$ cat src/rtl/countdown_timer_pkg.sv
// rtl/countdown_timer_pkg.sv - shared state encoding and field width for the countdown timer
package countdown_timer_pkg;

  localparam int FIELD_W = 8;

  typedef enum logic [1:0] {
    ST_IDLE  = 2'd0,
    ST_RUN   = 2'd1,
    ST_PAUSE = 2'd2,
    ST_DONE  = 2'd3
  } state_t;

endpackage

$ cat src/rtl/countdown_timer_mod_down_counter.sv
// rtl/countdown_timer_mod_down_counter.sv - modulo-MOD down counter with clamped load and borrow out
module mod_down_counter
  import countdown_timer_pkg::*;
#(
  parameter int MOD = 10
) (
  input  logic               clk,
  input  logic               rst_n,
  input  logic               dec_en,
  input  logic               load,
  input  logic [FIELD_W-1:0] load_val,
  output logic [FIELD_W-1:0] value,
  output logic               borrow_out
);

  localparam logic [FIELD_W-1:0] MAX_VAL = FIELD_W'(MOD - 1);

  logic [FIELD_W-1:0] r_value;
  logic [FIELD_W-1:0] w_load_clamped;

  assign w_load_clamped = (load_val > MAX_VAL) ? MAX_VAL : load_val;

  always_ff @(posedge clk or negedge rst_n) begin
    if (!rst_n) begin
      r_value <= '0;
    end else if (load) begin
      r_value <= w_load_clamped;
    end else if (dec_en) begin
      r_value <= (r_value == '0) ? MAX_VAL : r_value - 8'd1;
    end
  end

  // Combinational so a single tick can ripple sec -> min -> hour on the same edge.
  assign borrow_out = dec_en && (r_value == '0);
  assign value      = r_value;

endmodule

$ cat src/rtl/countdown_timer.sv
// rtl/countdown_timer.sv - h:m:s countdown timer with run/pause control and one-cycle expiry pulse
module countdown_timer
  import countdown_timer_pkg::*;
#(
  parameter int HOUR   = 5,
  parameter int MINUTE = 3,
  parameter int SECOND = 21
) (
  input  logic       clk,
  input  logic       rst_n,
  input  logic       tick,
  input  logic       load,
  input  logic [7:0] load_hour,
  input  logic [7:0] load_minute,
  input  logic [7:0] load_second,
  input  logic       start,
  input  logic       pause,
  output logic [7:0] cur_hour,
  output logic [7:0] cur_minute,
  output logic [7:0] cur_second,
  output logic       running,
  output logic       done,
  output logic       expired
);

  state_t r_state;
  state_t w_state_next;
  logic   r_running;
  logic   r_done;
  logic   r_expired;
  logic   w_expired_next;
  logic   w_dec;
  logic   w_sec_borrow;
  logic   w_min_borrow;
  logic   w_hour_borrow;
  logic   w_zero;
  logic   w_at_one;
  logic [FIELD_W-1:0] w_sec;
  logic [FIELD_W-1:0] w_min;
  logic [FIELD_W-1:0] w_hour;

  mod_down_counter #(.MOD(SECOND)) u_sec (
    .clk        (clk),
    .rst_n      (rst_n),
    .dec_en     (w_dec),
    .load       (load),
    .load_val   (load_second),
    .value      (w_sec),
    .borrow_out (w_sec_borrow)
  );

  mod_down_counter #(.MOD(MINUTE)) u_min (
    .clk        (clk),
    .rst_n      (rst_n),
    .dec_en     (w_sec_borrow),
    .load       (load),
    .load_val   (load_minute),
    .value      (w_min),
    .borrow_out (w_min_borrow)
  );

  mod_down_counter #(.MOD(HOUR)) u_hour (
    .clk        (clk),
    .rst_n      (rst_n),
    .dec_en     (w_min_borrow),
    .load       (load),
    .load_val   (load_hour),
    .value      (w_hour),
    .borrow_out (w_hour_borrow)
  );

  assign w_zero   = (w_hour == '0) && (w_min == '0) && (w_sec == '0);
  assign w_at_one = (w_hour == '0) && (w_min == '0) && (w_sec == 8'd1);

  always_comb begin
    w_state_next   = r_state;
    w_dec          = 1'b0;
    w_expired_next = 1'b0;
    if (load) begin
      w_state_next = ST_IDLE;
    end else begin
      unique case (r_state)
        ST_IDLE: begin
          if (start && !w_zero) w_state_next = ST_RUN;
        end
        ST_RUN: begin
          // Pause wins over a coincident tick; that tick is lost.
          if (pause) begin
            w_state_next = ST_PAUSE;
          end else if (tick) begin
            w_dec = 1'b1;
            if (w_at_one) begin
              w_state_next   = ST_DONE;
              w_expired_next = 1'b1;
            end
          end
        end
        ST_PAUSE: begin
          if (start) w_state_next = ST_RUN;
        end
        default: w_state_next = ST_DONE;
      endcase
    end
  end

  always_ff @(posedge clk or negedge rst_n) begin
    if (!rst_n) begin
      r_state   <= ST_IDLE;
      r_running <= 1'b0;
      r_done    <= 1'b0;
      r_expired <= 1'b0;
    end else begin
      r_state   <= w_state_next;
      r_running <= (w_state_next == ST_RUN);
      r_done    <= (w_state_next == ST_DONE);
      r_expired <= w_expired_next;
    end
  end

  // The hour counter never borrows in practice: RUN never decrements from 0:0:0.
  logic w_unused;
  assign w_unused = w_hour_borrow;

  assign cur_hour   = w_hour;
  assign cur_minute = w_min;
  assign cur_second = w_sec;
  assign running    = r_running;
  assign done       = r_done;
  assign expired    = r_expired;

endmodule
$ cat config.mk
export PLATFORM = sky130hd
export DESIGN_NAME = countdown_timer
export DESIGN_NICKNAME = d
export VERILOG_FILES = /design/src/rtl/countdown_timer_pkg.sv /design/src/rtl/countdown_timer_mod_down_counter.sv /design/src/rtl/countdown_timer.sv
export SDC_FILE = /design/constraint.sdc
export NUM_CORES = 1
export LEC_CHECK = 0
export CAP_MARGIN = 0
export CORE_MARGIN = 5
export CORE_UTILIZATION = 47
export CTS_BUF_LIST = sky130_fd_sc_hd__clkbuf_16
export CTS_CLUSTER_DIAMETER = 100
export CTS_CLUSTER_SIZE = 25
export DETAILED_ROUTE_END_ITERATION = 8
export MAX_ROUTING_LAYER = met4
export PLACE_DENSITY = 0.8
export SYNTH_ARGS = -nofsm -noshare
export SYNTH_HDL_FRONTEND = slang
export SYNTH_SLANG_ARGS = --single-unit
$ cat constraint.sdc
create_clock -name clk -period 2.75 [get_ports clk]
set_input_delay 0.55 -clock clk [delete_from_list [all_inputs] [get_ports clk]]
set_output_delay 0.55 -clock clk [all_outputs]
set_load 0.01 [all_outputs]
---- Word-level counts from Yosys, hierarchy flattened ----
Index checks and enable logic that the tools add are counted.
word-level totals
  bits in registers ....................... 29
  latch bits .............................. 0
  memory bits (writable) .................. 0
  memory bits (read-only) ................. 0
  input port bits ......................... 30
  output and inout port bits .............. 27
  logic and storage cells ................. 60
  memories ................................ 0
operators by class
  $add $sub $neg .......................... 3
  $mul .................................... 0
  divide/modulo/power cells ............... 0
  order comparisons ....................... 3
  equal/unequal tests ..................... 5
  shift-type cells ........................ 0
  muxes and demuxes ....................... 28
  bitwise gates (word level) .............. 0
  reductions and logical operators ........ 14
operators with widths
  kind                 number
  $mux 8               12
  $logic_not 8->1      3
  $sub 8x1->8 const B  3
  $mux 2               6
  $mux 1               9
  $eq 8x1->1 const B   1
  $gt 8x2->1 const B   1
  $gt 8x3->1 const B   1
  $gt 8x5->1 const B   1
  $logic_and 1x1->1    6
  $pmux 2 s3           1
  $reduce_bool 2->1    3
  $eq 2x1->1 const B   2
  $eq 2x2->1 const B   2
  $logic_not 2->1      1
  $logic_not 1->1      1

---- Logic depth before layout (Yosys ltp) ----
  word-level depth ........................ 9
  gate-level depth with buffers ........... 7

---- Modules after synthesis ----
Synthesis repeated with hierarchy kept, for this count alone.
unflattened totals
  cell total of the unflattened synthesis .. 187
  area, all modules ....................... 1820.5 um^2
by module, submodules not included
  module                      times used  cells an instance  area an instance (um^2)  sequential area each (um^2)
  mod_down_counter at u_sec   1           55                 524.3                    200.2
  mod_down_counter at u_min   1           54                 503.0                    200.2
  mod_down_counter at u_hour  1           47                 500.5                    200.2
  countdown_timer             1           31                 292.8                    125.1

---- Worst setup path after synthesis ----
No wires, ideal clock.
  kind .................................... flip-flop to flip-flop
  start point ............................. register u_hour.r_value[0], in the netlist u_hour.value[0]
  end point ............................... register r_running, in the netlist running
  arrival ................................. 1840 ps
  setup slack ............................. 790 ps
  stages on the path, launching flop included .. 7
  cells stage by stage .................... dfrtp_1 inv_1 ha_1 nor4b_4 nand2_1 or4_4 and3b_1
on the way
  longest elaborated chain between the ends .. 9
  elaborated cells between the ends (all ways) .. 13
  classes of those cells .................. eq/ne (1); mux (6); reduce/logical (6)
ends and longest elaborated chain
  item                                         RTL line                                      text
  start, declared                              countdown_timer_mod_down_counter.sv:18        logic [FIELD_W-1:0] r_value;
  start signal, assigned                       countdown_timer_mod_down_counter.sv:27        r_value <= w_load_clamped;
  start signal, assigned                       countdown_timer_mod_down_counter.sv:29        r_value <= (r_value == '0) ? MAX_VAL : r_value - 8'd1;
  $logic_not 8->1 *                            countdown_timer.sv:72, countdown_timer.sv:73
  $logic_and 1x1->1 *                          countdown_timer.sv:72, countdown_timer.sv:73
  $logic_and 1x1->1 (on tied branches)         countdown_timer.sv:73, countdown_timer.sv:72
  $mux 2 or $logic_not 1->1 (tied branches)    countdown_timer.sv:92, countdown_timer.sv:84
  $mux 2 or $logic_and 1x1->1 (tied branches)  countdown_timer.sv:90, countdown_timer.sv:84
  $mux 2 (on tied branches)                    countdown_timer.sv:88, countdown_timer.sv:84
  $pmux 2 s3 *                                 countdown_timer.sv:82                         unique case (r_state)
  $mux 2 *                                     countdown_timer.sv:79                         if (load) begin
  $eq 2x1->1 *                                 countdown_timer.sv:114                        r_running <= (w_state_next == ST_RUN);
  end signal, assigned                         countdown_timer.sv:114
  end, declared                                countdown_timer.sv:28                         logic r_running;
Mark *: on every way between the ends. The rest lies on a longest branch, timed or not.
A chain may end at the register's enable or synchronous reset.

---- Worst setup path after layout ----
Ends and elaborated chain as after synthesis.

==> results by group <==
Finish
  • Final instance area: 2694 um2
  • Share of cells above drive strength 1: 8.425%
  • Util after Layout: 67.83%
  • Most frequent cells in the layout: clkdlybuf4s50_1, dfrtp_1, a21oi_1
  • Sequential cell area: 725.7 um2
  • Fill count: 340
  • Final net count: 309
  • Layout Cells excl Fill: 323
  • Ant diodes: 0
  • Area Growth Syn to Fin: 41.83%
  • Most common cell after layout, fill and taps aside: clkdlybuf4s50_1
  • Area of the multi-input gates: 1085 um2

STA
  • Pins Over Slew Limit: 0
  • Worst slew pin tran: 0.5996 ns
  • Unrepaired setup endpoints after global routing: false
  • Clk_skew: 0.004943 ns
  • Endpoints failing hold: 0
  • Slew margin rel.: 59.72%
  • Setup Viol. Count Final: 0
  • Fmax: 0.4430 GHz
  • TNS Setup: 0 ns
  • Final Cycle Share: 82.09%
  • Tmin final: 2.257 ns

Global route
  • Grt ovf: 0
  • Total track usage: 21.16%
  • First-pass GRT wire length: 8673 um
  • Largest net degree at the start of global routing: 30
  • Vias in the first global route: 1867
  • Number of antenna violations at the first check in global routing: 0

CTS
  • Clk slew on worst S/H paths: 0.05 ns
  • Worst skew pair latency: 0.27 ns
  • Resize count post-CTS: 0
  • CTS tree: done
  • CTS Root Cell: clkbuf_16
  • Hold-fix buffers, CTS: 0
  • H-tree levels: 2
  • Maximum clock path buffer count: 2
  • CTS Buf Count: 5
  • Clock sinks: 29
  • Setup bufs post-CTS: 0

Pwr
  • Leakage power: 1.094 nW
  • Pwr/cell area: 508.6 nW/um2
  • Total power: 1.370 mW
  • Max rail drop VDD: 0.0002981 V

Detailed routing
  • DR vias/cell: 5.824
  • Total wire length: 5140 um
  • Drt wl/cell: 15.91 um
  • Initial DRC count: 187
  • Vias: 1881
  • Drt first pass iters: 4
  • Detail Route Antenna Nets: 0
  • Number of remaining DRC errors: 0

Min path
  • Hold EP: u_min.value[1]
  • Hold Path Depth: 2
  • Hold path start: u_min.value[1]
  • Hold WC Path Type: reg2reg

Floorplanning
  • Die Width: 73.57 um
  • Chip Height: 73.57 um
  • Die area: 5413 um2
  • I/O pins: 57
  • Area of the core: 3971 um2
  • Initial Util: 47.83%
  • Row count: 23

Worst setup path
  • CP Launch Type: register
  • Reg2reg start: u_hour.value[0]
  • Critical Path Max Stage Delay: 0.58 ns
  • FF-to-FF path depth: 6
  • WS Path Type: reg2reg
  • Reg2reg end: running
  • Worst EP required: 2.91 ns
  • Crit path max fanout: 7
  • CP endpoint kind: register
  • Critical path, cell by cell: inv_1 > ha_1 > nor4b_4 > nand4_1 > o41ai_1 > and3b_1
  • CP arrival: 2.41 ns
  • Reg-to-reg slack, setup: 0.49 ns
  • Critical path's slowest cell: o41ai_1

Outcome
  • Status: completed

Placed design
  • Port Buffers: 56
  • Placed insts: 315
  • Post-DP HPWL: 3696 um
  • Post-DP Area: 2531 um2
  • Gpl congestion: 0.8443

Synthesis
  • Syn Nets: 248
  • Post-synth EDFFs: 0
  • Synth cell types: 53
  • Synth Flop Type: dfrtp_1
  • Ys async rst share: 100.0%
  • Synth Register Bits: 29
  • Synth top area cells: dfrtp_1, a21oi_1, ha_1, nor2_1, inv_1
  • Mapped Cells: 211
  • Post-synthesis sequential area ratio: 38.21%
  • Post-Syn Area per Cell: 9.002 um2
  • Synth Warn #: 0
  • Yosys top cell area share: 38.21%
  • Post-Synthesis Cell Area: 1899 um2
  • Leading area contributor after synthesis: dfrtp_1

Job
  • Max Cap Viol: 0
-- worst max-delay path: cells and delay by family (launching register included) --
| family | cells | cell delay (ns) |
|---|---|---|
| AOI/OAI and AO/OA | 1 | 0.58 |
| DFF | 1 | 0.42 |
| and+or+nand+nor | 3 | 0.81 |
| adders and majority gates | 1 | 0.19 |
| buffers and inverters | 1 | 0.14 |
-- cells in the mapped netlist, types with 2 or more instances --
master	n
nand2_1	13
nor3_1	9
nor3b_1	3
inv_1	14
o22ai_1	3
o211ai_1	2
clkbuf_1	5
a211oi_1	2
nor2_1	15
ha_1	7
nand2b_1	4
or4_1	3
nor3b_2	2
o41ai_1	3
dfrtp_1	29
o31ai_1	2
nand3_1	8
nand4_1	6
nor4_4	2
o21ai_0	9
nor4_1	3
a21oi_1	22
or3_1	7
a32o_1	2
mux2i_1	5
a22oi_1	3
o21a_1	2
-- through the flow --
stage	worst slack (ns)	hold slack [ns]
2_1_floorplan	0.7899	0.2544
3_3_place_gp	0.3599	0.5293
3_5_place_dp	0.2721	0.5329
4_1_cts	0.5107	0.5762
5_1_grt	0.2505	0.6163
6_report	0.4925	0.5666
-- worst max-delay path by stage --
stage | cells after the start | to | start
global route | 6 | running | u_hour.value[0]
global placement | 5 | u_min.value[2] | pause
CTS | 6 | running | u_hour.value[0]
detailed placement | 5 | u_hour.value[1] | pause
finish | 6 | running | u_hour.value[0]
floorplan | 6 | running | u_hour.value[0]
-- registers in the layout, summed over array words and instances (netlist names) --
register,count
u_hour.value,8
u_min.value,8
u_sec.value,8
r_state,2
done,1
running,1
expired,1
-- where the power goes --
group / internal, mW / leakage [nW] / switching [mW]
combinational: 0.148 / 0.630 / 0.141
sequential: 0.450 / 0.381 / 0.0303
clock: 0.420 / 0.0826 / 0.181
-- routing by layer --
metal | global-route usage [%] | share of wire, % | vias to the layer above
li1 | - | - | 919
met1 | 26.03 | 43 | 881
met2 | 32.87 | 49 | 69
met3 | 4.925 | 5.9 | 12
met4 | 9.658 | 2.4 | 0
met5 | - | 0 | -
-- cell type report --
class | count | area share [%]
Multi-Input combinational cell | 160 | 40.27
Tap cell | 50 | 2.322
Inverter | 14 | 1.951
Timing Repair Buffer | 62 | 22.48
Sequential cell | 29 | 26.94
Clock inverter | 3 | 1.393
Clock buffer | 5 | 4.645
-- logic make-up after synthesis --
| family | share of synthesized area (%) |
|---|---|
| adder cells (fa/ha/maj) | 4.611 |
| buffers and inverters | 4.677 |
| flip-flops | 38.21 |
| multiplexers | 2.635 |
| AO/OA/AOI/OAI | 19.56 |
| AND/OR/NAND/NOR | 30.30 |
Note: power is estimated with default switching activity, not from simulation.
